### src/rtl/matmul_scheduler.sv
// Walks one inner-product unit over every (row, col) of a ROWS x COLS result matrix,
// handshaking operands/results and writing each dot product to row*COLS+col.
module matmul_scheduler #(
    parameter int unsigned ROWS    = 4,
    parameter int unsigned COLS    = 4,
    parameter int unsigned TIMEOUT = 1024,
    localparam int unsigned RW = (ROWS > 1) ? $clog2(ROWS) : 1,
    localparam int unsigned CW = (COLS > 1) ? $clog2(COLS) : 1,
    localparam int unsigned AW = (ROWS * COLS > 1) ? $clog2(ROWS * COLS) : 1,
    localparam int unsigned TW = (TIMEOUT > 1) ? $clog2(TIMEOUT) : 1
) (
    input  logic          clk,
    input  logic          rst,
    input  logic          start,
    input  logic          abort,
    output logic [RW-1:0] row_idx,
    output logic [CW-1:0] col_idx,
    output logic          ip_in_stb,
    input  logic          ip_in_ack,
    input  logic [31:0]   ip_res,
    input  logic          ip_res_stb,
    output logic          ip_res_ack,
    output logic          res_we,
    output logic [AW-1:0] res_addr,
    output logic [31:0]   res_data,
    output logic          busy,
    output logic          done,
    output logic          error
);

    typedef enum logic [2:0] {
        StIdle,
        StIssue,
        StWaitRes,
        StWrite,
        StDone,
        StError
    } state_e;

    state_e        state_q, state_d;
    logic [RW-1:0] row_q, row_d;
    logic [CW-1:0] col_q, col_d;
    logic [TW-1:0] timer_q, timer_d;
    logic [31:0]   data_q, data_d;
    logic          last_row, last_col;

    assign last_row = (row_q == RW'(ROWS - 1));
    assign last_col = (col_q == CW'(COLS - 1));

    always_ff @(posedge clk) begin
        if (rst) begin
            state_q <= StIdle;
            row_q   <= '0;
            col_q   <= '0;
            timer_q <= '0;
            data_q  <= '0;
        end else begin
            state_q <= state_d;
            row_q   <= row_d;
            col_q   <= col_d;
            timer_q <= timer_d;
            data_q  <= data_d;
        end
    end

    always_comb begin
        state_d = state_q;
        row_d   = row_q;
        col_d   = col_q;
        timer_d = timer_q;
        data_d  = data_q;
        case (state_q)
            StIdle: begin
                if (start) begin
                    row_d   = '0;
                    col_d   = '0;
                    state_d = StIssue;
                end
            end
            StIssue: begin
                if (abort) begin
                    state_d = StIdle;
                end else if (ip_in_ack) begin
                    timer_d = '0;
                    state_d = StWaitRes;
                end
            end
            StWaitRes: begin
                // A result arriving on the timeout edge is still accepted.
                if (abort) begin
                    state_d = StIdle;
                end else if (ip_res_stb) begin
                    data_d  = ip_res;
                    state_d = StWrite;
                end else if (timer_q == TW'(TIMEOUT - 1)) begin
                    state_d = StError;
                end else begin
                    timer_d = timer_q + TW'(1);
                end
            end
            StWrite: begin
                if (abort) begin
                    state_d = StIdle;
                end else if (last_row && last_col) begin
                    state_d = StDone;
                end else if (last_col) begin
                    col_d   = '0;
                    row_d   = row_q + RW'(1);
                    state_d = StIssue;
                end else begin
                    col_d   = col_q + CW'(1);
                    state_d = StIssue;
                end
            end
            StDone: begin
                row_d   = '0;
                col_d   = '0;
                state_d = StIdle;
            end
            StError: begin
                if (start) begin
                    row_d   = '0;
                    col_d   = '0;
                    state_d = StIssue;
                end
            end
            default: state_d = StIdle;
        endcase
    end

    assign row_idx    = row_q;
    assign col_idx    = col_q;
    assign ip_in_stb  = (state_q == StIssue);
    assign ip_res_ack = (state_q == StWaitRes);
    assign res_we     = (state_q == StWrite);
    // Modular AW-bit arithmetic is exact because the true address is below ROWS*COLS.
    assign res_addr   = AW'(row_q) * AW'(COLS) + AW'(col_q);
    assign res_data   = data_q;
    assign busy       = (state_q == StIssue) || (state_q == StWaitRes) || (state_q == StWrite);
    assign done       = (state_q == StDone);
    assign error      = (state_q == StError);

endmodule

### config.mk
export PLATFORM = sky130hd
export DESIGN_NAME = matmul_scheduler
export DESIGN_NICKNAME = d
export VERILOG_FILES = /design/src/rtl/matmul_scheduler.sv
export SDC_FILE = /design/constraint.sdc
export NUM_CORES = 1
export LEC_CHECK = 0
export CAP_MARGIN = 20
export CORE_ASPECT_RATIO = 1.2
export CORE_MARGIN = 4
export CORE_UTILIZATION = 39
export DETAILED_ROUTE_END_ITERATION = 10
export GPL_ROUTABILITY_DRIVEN = 0
export PLACE_DENSITY = 0.72
export SLEW_MARGIN = 10
export SYNTH_ARGS = -nofsm -noshare
export SYNTH_HDL_FRONTEND = slang
export SYNTH_SLANG_ARGS = --single-unit
### constraint.sdc
create_clock -name clk -period 1.6 [get_ports clk]
set_input_delay 0.32 -clock clk [delete_from_list [all_inputs] [get_ports clk]]
set_output_delay 0.32 -clock clk [all_outputs]
set_load 0.05 [all_outputs]
After elaboration in Yosys (flattened, before gate mapping)
Index checks and enable logic that the tools add are counted.
Operators by class
  add/subtract/negate cells: 4
  equal/unequal tests: 19
  multiplexer cells: 24
  bitwise gates (word level): 1
  reductions and logical operators: 12
Operators by type and width (count)
  $mux 10: 5
  $mux 3: 8
  $pmux 10 s2: 1
  $mux 2: 7
  $ne 2x2->1 const B: 6
  $pmux 2 s3: 2
  $pmux 3 s4: 1
  $add 10x1->10 const B: 1
  $eq 10x10->1 const B: 1
  $eq 3x2->1 const B: 2
  $eq 3x3->1 const B: 2
  $ne 2x1->1 const B: 3
  $reduce_and 3->1: 2
  $reduce_and 6->1: 1
  $reduce_and 5->1: 1
  $add 2x1->2 const B: 2
  $add 4x2->4: 1
  $eq 2x2->1 const B: 2
  $ne 4x3->1 const B: 1
  $reduce_and 4->1: 1
  $eq 3x1->1 const B: 1
  $logic_not 3->1: 1
  $ne 3x2->1 const B: 1
  $reduce_bool 3->1: 1
  other kinds (5): 6
Word-level totals
  flip-flop bits (word level): 49
  bits of input ports: 38
  logic and storage cells: 65

Longest topological paths before layout
Gate-level depths: netlist of run 1.
  depth after elaboration: 5
  gate-level depth with buffers: 6

Worst setup path after synthesis of run 1
No wires, ideal clock.
  path kind: register -> register
  from: register state_q[0]
  to: register state_q[1]
  setup time: 91 ps
  data arrival time: 2103 ps
  setup slack: -595 ps
  stages on the path, launching flop included: 6
  buffers on the path: 1
  clock period less this slack: 2195 ps
  cell sequence: dfxtp_1 > buf_2 > inv_1 > nor3_1 > nand2b_1 > a311oi_1
RTL lines
  start, declared: RTL line 40  | state_e state_q, state_d;
  start signal, assigned: RTL line 52  | state_q <= StIdle;
  start signal, assigned: RTL line 58  | state_q <= state_d;
  $eq 3x1->1 *
  net ip_in_stb: RTL line 18  | output logic ip_in_stb,
  $ne 3x2->1 (no line)
  $reduce_and 3->1 (no line)
Mark *: on every way through the listed nets, which the timed path passes. The rest lies on a longest branch.
A chain may end at the register's enable or synchronous reset.

Worst setup path after layout of run 1
  from: input ip_res_stb
  to: register timer_q[8]
On the way
  word-level cells in the longest chain between the ends: 2
Ends and longest elaborated chain
  start, declared: RTL line 21  | input logic ip_res_stb,
  $ne 2x2->1 (no line)
  $reduce_and 6->1 (no line)
  end signal, assigned: RTL line 61  | timer_q <= timer_d;
  end, declared: RTL line 43  | logic [TW-1:0] timer_q, timer_d;
No other way between the ends.

==> key figures, run 1 <==
Outcome
  – Status: finished, violations left
  – Failing checks: negative setup slack

Timing
  – Final worst slack: -0.128 ns
  – Worst slew margin: 64.2%
  – Worst-margin pin slew: 0.537 ns
  – Final Max Slew Viols: 0
  – Setup Skew: 0.00631 ns
  – Fin Setup TNS: -1.74 ns
  – Period utilisation layout: 108%
  – RSZ-0062 raised after global routing: true
  – # setup viols final: 45
  – Final Critical Period: 1.73 ns
  – Hold Fails Final Rpt: 0
  – Max Clk Rate: between 500 and 600 MHz

Synth
  – Most common cell in the netlist: nand2_1
  – Post-synthesis compound-gate area fraction: between 15 and 20%
  – Cell taking the most area after synthesis: dfxtp_1
  – Number of synthesized flops with an enable pin: 0
  – Yosys warns: 0
  – Multiplexer share of the synthesized area: 0.509%
  – Xor and xnor area share after synthesis: 0%
  – Adder-cell share of the synthesized area: 1.70%
  – Post-synthesis instance total: 274
  – Post-synth top area share: 44.3%
  – Largest cells by area after synthesis: dfxtp_1 44%, nand2_1 12%, a21oi_1 9.7%, nand3_1 2.5%, nand4b_1 2.0%
  – Syn nets: approximately 320
  – Synth Cell Area: 2210 um2
  – Average cell area after synthesis: 8.07 um2
  – Top_reg_cell synth: dfxtp_1
  – Most frequent cells after synthesis: 70 x nand2_1, 49 x dfxtp_1, 43 x a21oi_1
  – Asr flop ratio synth: 0%
  – Main combinational cell family by area after synthesis: simple AND/OR/NAND/NOR gates
  – Cell variety after synth: 46
  – Register bit total from synthesis: 49
  – Seq/Total Area, Yosys: 44.3%
  – Post-Synth Simple-Gate Area: slightly below 30%

Placed design
  – Placed wire-length estimate: 5000 um
  – Pre-CTS setup slack: -0.429 ns
  – PortBufs: 83

Detailed routing
  – DRC violations left: 0
  – Routed len/inst: 16.3 um
  – Antenna Nets Post-Route: 0
  – Vias post-DR: 2510
  – Total Wirelength: ~7600 um
  – Vias/cell: 5.37
  – Iter 0 DRT Violations: 81
  – Drt pass-1 iters: 4

Setup path
  – Crit Path Class: in -> reg
  – Worst endpoint required time: 1.82 ns
  – Crit. End Element: register
  – Critical Path Start Type: input pin
  – Crit-path max FO: 4
  – Crit path DAT: ~2 ns

Clock tree
  – CTS tree: built
  – Clock transition at the registers of the reported paths: around 0.090 ns
  – Clock tree sinks: 49
  – Total CTS buffers: 5
  – Clock Latency Late Sink: 0.29 ns
  – CTS Buffer Depth: 2
  – H-tree Lvls: 2
  – Clock root buffer: clkbuf_8

Die
  – Core area: 5410 um2
  – Die Ht: 90.5 um
  – Row count: 29
  – # IOs: 84
  – Die W: 76.8 um
  – Starting density of the core: about two fifths
  – DIE AREA: 6950 um2

Global routing
  – Largest net degree at the start of global routing: 22
  – Grt ovf: 0
  – Gr usage total: 18.6%
  – First-pass GRT wire length: 10800 um
  – Initial antenna violation count: 0
  – Vias in the first global route: roughly 2300

Pwr
  – Clock network fraction of total power: 29.7%
  – Sequential share of power: 41.8%
  – Worst VDD drop: 0.000640 V
  – Psw: 853 uW
  – Power Internal: 2.18 mW
  – Overall power: 3.04 mW
  – Cell leakage power: 1.59 nW
  – Pwr/cell area: 738 nW/um2
  – Gate power share: between 20% and 30%
  – Switch share: approximately 28%

Final layout
  – Layout cells sized above 1: 49.9%
  – Area delta synth->final: 85.9%
  – Final Net Count: 445
  – Ant. Diodes: 0

Worst hold path
  – Worst min path class: reg -> reg

Flow run
  – # Max-Cap Violations: 0
[layout by cell type, fill, tap and decap left out, drive strengths merged, types with 5 or more instances in the layout]
cell type      netlist  final
nor2                 6      6
nand2               70     70
o21ai                8      8
clkbuf              10      8
a21oi               43     43
or3                  5      5
dfxtp               49     49
nand3               12     12
nand4b               5      5
buf                 10    106
clkdlybuf4s50        0     35
[cell families after synthesis]
family / after synthesis
mux: 1
flops: 49
buf+inv: 25
simple gates: 124
compound gates: 72
fa+ha+maj: 3
[path summary, 6_finish.rpt]
path             endpoint  slack [ns]         start  cells after the start
max reg2reg    timer_q[8]       -0.12    state_q[0]                      7
min reg2reg  res_data[26]        0.46  res_data[26]                      2
max            timer_q[8]       -0.13    ip_res_stb                      5
min          res_data[26]        0.46  res_data[26]                      2
[per-layer routing]
layer	vias to the layer above	part of all wire [%]	wire (um)	track usage, %
met5	-	0	0	0
met4	0	2.1	162	4.53
met3	14	5.5	422	4.59
met2	74	54	4100	33.9
met1	1204	38	2930	21.4
li1	1218	-	-	-
[cell type report]
cell class	count	area, um2
Clock inverter	1	30.0
Timing Repair Buffer	143	1440
Inverter	5	22.5
Sequential cell	49	992
Fill cell	377	1290
Clock buffer	7	86.3
Tap cell	62	77.6
Multi-Input combinational cell	200	1460
[registers in the layout, summed over array words and instances (netlist names)]
| name | flops |
|---|---|
| col_idx | 2 |
| res_data | 32 |
| row_idx | 2 |
| state_q | 3 |
| timer_q | 10 |
[through the flow]
stage	cell area, um2	hold WS, ns	cells	util [%]
finish	4110	0.461	467	76.1
global route	4110	0.479	467	76.1
CTS	3700	0.437	456	68.4
detailed placement	3480	0.445	444	64.4
global placement	3480	0.440	444	64.4
floorplan	2290	0.456	274	-
[critical path, cell delays in order]
cell and delay (ns):
clkdlybuf4s50_1 0.44, or4_4 0.50, buf_6 0.14, or3_1 0.35, a31oi_1 0.19
[power groups by stage]
stage	combinational (mW)	clock, mW	sequential, mW
2_1_floorplan	0.321	0	1.32
6_report	0.864	0.903	1.27
3_5_place_dp	0.720	0	1.29
3_3_place_gp	0.716	0	1.29
5_1_grt	0.918	0.974	1.27
4_1_cts	0.774	0.929	1.26
[timing repair]
action | in CTS | in global routing
buffers inserted | 5 | 5
setup endpoints to repair | 50 | 49
gates cloned | 0 | 6
pin swaps | 13 | 44
hold buffers | 0 | 0
resized for setup | 22 | 95
Power figures use the tool's default switching activity.
==> inputs of run 2 (changes only) <==
CORE_MARGIN = unset   (was 4)
==> key figures, run 2 (synthesis results as in run 1) <==
Outcome
  – Status: finished, violations left
  – Failing checks: design-rule violations, negative setup slack

Setup path
  – Crit. End Element: output pin
  – Crit-path max FO: 3 (-1)
  – Crit path DAT: 1.40 ns (-0.55 ns)
  – Critical Path Start Type: register
  – Worst endpoint required time: 1.28 ns (-0.54 ns)
  – Crit Path Class: reg -> out

Final layout
  – Final Net Count: 452 (+1.6%)
  – Fillers: 335 (-11%)
  – Area delta synth->final: 96.7%
  – Ant. Diodes: 0 (unchanged)
  – Commonest non-fill, non-tap cell in the layout: buf_4
  – Layout cells sized above 1: 54.4% (+4.5 points)
  – Non-Filler Instances: 474 (+1.5%)
  – Commonest non-fill, non-tap cells in the layout: 77 x buf_4, 42 x dfxtp_1, 36 x clkdlybuf4s50_1, 31 x nand2_1, 31 x nand2_4
  – Max reg flops: 32 (unchanged)

Detailed routing
  – Vias post-DR: 2582 (+2.9%)
  – Drt pass-1 iters: 7 (+3)
  – Routed len/inst: 16.9 um (+3.3%)
  – Vias/cell: 5.45 (+1.3%)
  – Total Wirelength: 7990 um (+4.9%)
  – Antenna Nets Post-Route: 0 (unchanged)
  – Iter 0 DRT Violations: 95 (+17%)
  – DRC violations left: 14 (+14)

Timing
  – Setup Skew: 0.00717 ns (+0.000862 ns)
  – Final Critical Period: 1.72 ns (-0.00684 ns)
  – # setup viols final: 32 (-29%)
  – Max Clk Rate: 581 MHz (+0.40%)
  – RSZ-0062 raised after global routing: true
  – Worst-margin pin slew: 0.376 ns (-0.161 ns)
  – Final Max Slew Viols: 0 (unchanged)
  – Fin Setup TNS: -1.44 ns (+0.301 ns)
  – Worst hold slack: 0.462 ns (+0.00158 ns)
  – Period utilisation layout: 108% (-0.43 points)
  – Final worst slack: -0.122 ns (+0.00684 ns)
  – Hold Fails Final Rpt: 0 (unchanged)
  – Worst slew margin: 74.9% (+11 points)

Die
  – Die Ht: 84.5 um (-6.6%)
  – Core area: 5370 um2 (-0.67%)
  – DIE AREA: 5980 um2 (-14%)
  – # IOs: 84 (unchanged)
  – Die W: 70.8 um (-7.8%)
  – Starting density of the core: 41.2% (+0.28 points)
  – Row count: 29 (unchanged)

Global routing
  – Largest net degree at the start of global routing: 23 (+4.5%)
  – Grt ovf: 0 (unchanged)
  – Vias in the first global route: 2358 (+1.4%)
  – Gr usage total: 22.6% (+4.0 points)
  – First-pass GRT wire length: 10700 um (-0.83%)
  – Initial antenna violation count: 0 (unchanged)

Pwr
  – Clock network fraction of total power: 25.6% (-4.1 points)
  – Cell leakage power: 1.69 nW (+6.0%)
  – Sequential share of power: 41.8% (about the same)
  – Worst VDD drop: 0.000585 V (-8.6%)
  – Pwr/cell area: 693 nW/um2 (-6.1%)
  – Power Internal: 2.09 mW (-4.2%)
  – Gate power share: 32.6% (+4.1 points)
  – Switch share: 30.7% (+2.6 points)
  – Psw: 926 uW (+8.6%)

Clock tree
  – Clock tree sinks: 49 (unchanged)
  – Total CTS buffers: 5 (unchanged)
  – CTS Buffer Depth: 2 (unchanged)
  – Clock root buffer: clkbuf_8
  – Hold_buf cts: 0 (unchanged)
  – H-tree Lvls: 2 (unchanged)
  – CTS tree: built
  – Clock transition at the registers of the reported paths: 0.09 ns (about the same)
  – Clock Latency Late Sink: 0.31 ns (+0.02 ns)

Placed design
  – PortBufs: 83 (unchanged)
  – Placed Instances: 448 (+0.90%)
  – Placed wire-length estimate: 4700 um (-5.9%)

Flow run
  – # Max-Cap Violations: 0 (unchanged)

Worst hold path
  – Worst min path class: reg -> reg
==> run 2: cell count changes in the layout (fill, tap and decap cells not counted), moves of 4 or more <==
| cell | before | now |
|---|---|---|
| nand2_2 | 17 | 8 |
| dfxtp_2 | 3 | 7 |
| nand2_4 | 11 | 31 |
| nand2_1 | 42 | 31 |
==> run 2: what timing repair did <==
item | CTS | global route
gates resized for setup | 43 | 115
pin swaps | 18 | 61
cloned | 2 | 4
endpoints found under the setup margin | 46 | 52
setup buffers | 8 | 7
==> run 2: area by class of cell <==
class | instances | area [um2] | area share, %
multi-input combinational | 200 | 1620 | 37.3
timing repair buffer | 150 | 1540 | 35.3
sequential | 49 | 990 | 22.7
clock buffer | 6 | 82.6 | 1.90
tap | 62 | 77.6 | 1.78
inverter | 5 | 27.5 | 0.633
clock inverter | 2 | 13.8 | 0.316
==> run 2: through the flow <==
stage | total power [mW] | setup WS (ns) | cell area (um2) | utilization (%)
final | 3.02 | -0.122 | 4350 | 81.0
after global routing | 3.13 | -0.164 | 4350 | 81.0
after CTS | 2.91 | -0.129 | 3820 | 71.1
after detailed placement | 2.05 | -0.442 | 3520 | 65.5
after global placement | 2.04 | -0.410 | 3520 | 65.5
after floorplan | 1.64 | -0.0994 | 2290 | -
==> run 2: layer usage <==
metal	vias up	share of wire, %	global-route usage, %
li1	1241	-	-
met1	1253	37	23.6
met2	78	57	43.4
met3	10	4.4	5.40
met4	0	1.7	7.64
met5	-	0	0
==> run 2: power groups by stage <==
| stage | registers (mW) | logic, mW | clock network, mW |
|---|---|---|---|
| 3_3_place_gp | 1.28 | 0.759 | 0 |
| 4_1_cts | 1.26 | 0.864 | 0.784 |
| 2_1_floorplan | 1.32 | 0.321 | 0 |
| 6_report | 1.26 | 0.983 | 0.773 |
| 5_1_grt | 1.26 | 1.03 | 0.841 |
| 3_5_place_dp | 1.28 | 0.765 | 0 |
==> run 2: worst max-delay path, cell delays in order, from the launching register on <==
cell	delay, ns
dfxtp_2	0.33
or3b_4	0.39
buf_6	0.14
clkinvlp_4	0.09
buf_12	0.14
==> run 2: path summary, 6_finish.rpt <==
path	slack (ns)	end	from	cells past startpoint
max	-0.12	ip_res_ack	state_q[0]	4
min reg2reg	0.46	res_data[17]	res_data[17]	2
max reg2reg	-0.12	timer_q[8]	timer_q[1]	6
min	0.46	res_data[17]	res_data[17]	2
==> inputs of run 3 (changes only) <==
CELL_PAD_IN_SITES_DETAIL_PLACEMENT = 1   (was unset)
CELL_PAD_IN_SITES_GLOBAL_PLACEMENT = 1   (was unset)
CORE_UTILIZATION = 28   (was 39)
PLACE_DENSITY = 0.73   (was 0.72)
clock period = 1.5 ns   (was 1.6 ns; I/O delays follow)
==> key figures, run 3 (synthesis results as in run 1) <==
Die
  – # IOs: 84 (unchanged)
  – DIE AREA: 8260 um2 (+38%)
  – Die Ht: 99.4 um (+18%)
  – Core area: 7660 um2 (+43%)
  – Row count: 35 (+21%)
  – Starting density of the core: 28.9% (-12 points)
  – Die W: 83.1 um (+18%)

Timing
  – Max Clk Rate: roughly 570 MHz
  – Worst-margin pin slew: 0.476 ns (+0.100 ns)
  – Fin Setup TNS: -9.43 ns (-7.99 ns)
  – Final worst slack: -0.267 ns (-0.145 ns)
  – Final Critical Period: 1.77 ns
  – Final Max Slew Viols: 0 (unchanged)
  – Worst slew margin: 68.3% (-6.6 points)
  – Hold Fails Final Rpt: 0 (unchanged)
  – Period utilisation layout: 118%
  – RSZ-0062 raised after global routing: true
  – # setup viols final: 54 (+69%)
  – Setup Skew: 0.00545 ns (-0.00172 ns)

Global routing
  – Largest net degree at the start of global routing: 27 (+17%)
  – Met2 usage in global routing: 46.4% (+3.0 points)
  – Gr usage total: 23.2% (+0.61 points)
  – Grt ovf: 0 (unchanged)
  – First-pass GRT wire length: 15100 um (+40%)
  – Met3 usage: 3.40% (-2.0 points)
  – Initial antenna violation count: 0 (unchanged)
  – GR peak layer: met2
  – Vias in the first global route: 2870 (+22%)
  – Met1 Track Usage GR: 24.5% (+0.84 points)

Pwr
  – Cell leakage power: 1.77 nW (+5.0%)
  – Pwr/cell area: 695 nW/um2 (+0.27%)
  – Overall power: 3.53 mW (+17%)
  – Worst VDD drop: 0.000540 V (-7.6%)

Outcome
  – Failing checks: negative setup slack
  – Status: finished, violations left

Setup path
  – Crit path DAT: 1.98 ns (+0.58 ns)
  – Worst endpoint required time: 1.71 ns (+0.43 ns)
  – Crit-path cells: or3b_4 -> clkinvlp_4 -> nand3b_1 -> buf_6 -> buf_12 -> a311oi_2
  – Slowest-stage cell, CP: or3b_4
  – Worst Path Buf+Inv: 3 (unchanged)
  – Crit-path max FO: 5 (+2)
  – Kind of cell adding the most delay to the critical path: simple AND/OR/NAND/NOR gates
  – Crit Path Class: reg -> reg
  – Crit path largest cell delay: 0.45 ns (+0.06 ns)
  – Crit. End Element: register
  – Critical Path Start Type: register

Clock tree
  – Clock transition at the registers of the reported paths: 0.10 ns (about the same)
  – Hold_buf cts: 0 (unchanged)
  – CTS tree: built
  – CTS Buffer Depth: 2 (unchanged)
  – Clock root buffer: clkbuf_8
  – Clock Latency Late Sink: 0.30 ns (about the same)
  – Clock tree sinks: 49 (unchanged)
  – H-tree Lvls: 2 (unchanged)
  – Total CTS buffers: 5 (unchanged)

Placed design
  – PortBufs: 83 (unchanged)
  – Placed Instances: 475 (+6.0%)
  – Pre-CTS setup slack: -0.556 ns (-0.114 ns)
  – Placement Cell Area: 3970 um2 (+13%)
  – Placed wire-length estimate: 5490 um (+17%)

Worst hold path
  – Worst min path class: in -> reg

Final layout
  – Fillers: 753 (+120%)
  – Layout cells sized above 1: 61.0% (+6.6 points)
  – Commonest non-fill, non-tap cell in the layout: buf_12
  – Non-Filler Instances: 510 (+7.6%)
  – Ant. Diodes: 0 (unchanged)
  – Post-route cell area: 5080 um2 (+17%)
  – Area delta synth->final: 130%
  – Final Net Count: 458 (+1.3%)
  – Commonest non-fill, non-tap cells in the layout: 49 x buf_12, 46 x buf_4, 41 x dfxtp_1, 37 x a21oi_2, 34 x clkdlybuf4s50_1
  – Max reg flops: 32 (unchanged)

Flow run
  – # Max-Cap Violations: 0 (unchanged)

Detailed routing
  – DRC violations left: 0 (-14)
  – Routed len/inst: 21.4 um (+27%)
  – Total Wirelength: 10900 um (+36%)
  – Drt pass-1 iters: 4 (-3)
  – Antenna Nets Post-Route: 0 (unchanged)
  – Vias post-DR: 2724 (+5.5%)
  – Iter 0 DRT Violations: 40 (-58%)
  – Vias/cell: 5.34 (-1.9%)
## run 3: worst paths after layout
check | to | slack (ns) | from | depth (start not counted)
max | state_q[1] | -0.27 | state_q[1] | 6
min | res_data[15] | 0.43 | rst | 2
max reg2reg | state_q[1] | -0.27 | state_q[1] | 6
min reg2reg | res_data[12] | 0.52 | res_data[12] | 2
## run 3: power by group
part           internal [mW]  switching [mW]
Combinational          0.595           0.546
Sequential              1.33          0.0388
Clock                  0.543           0.479
Total                   2.47            1.06
## run 3: what timing repair did
item | CTS | global route
gates resized for setup | 111 | 69
endpoints found under the hold margin | 0 | 0
buffers inserted | 12 | 10
gates cloned | 6 | 0
pin swaps | 41 | 29
endpoints found under the setup margin | 53 | 55
## run 3: cell type report
| type | instances | area [um2] | area share (%) |
|---|---|---|---|
| multi-input combinational | 200 | 1760 | 34.7 |
| clock buffer | 6 | 82.6 | 1.63 |
| sequential | 49 | 996 | 19.6 |
| timing repair buffer | 156 | 2060 | 40.6 |
| clock inverter | 2 | 37.5 | 0.739 |
| tap | 92 | 115 | 2.27 |
| inverter | 5 | 22.5 | 0.443 |
## run 3: worst register-to-register path, stage by stage (launching register included)
cell and delay, ns:
dfxtp_4 0.39, or3b_4 0.45, clkinvlp_4 0.16, nand3b_1 0.10, buf_6 0.19, buf_12 0.16
a311oi_2 0.22
## run 3: per-layer routing
layer | wire length (um) | share of wire [%]
met5 | 0 | 0
met4 | 308 | 2.8
met3 | 302 | 2.8
met2 | 6160 | 57
met1 | 4120 | 38
## run 3: metrics by stage
step / util, % / hold slack [ns]
after floorplan: - / 0.436
after global placement: 51.8 / 0.475
after detailed placement: 51.8 / 0.487
after CTS: 61.5 / 0.399
after global routing: 66.3 / 0.437
final: 66.3 / 0.426
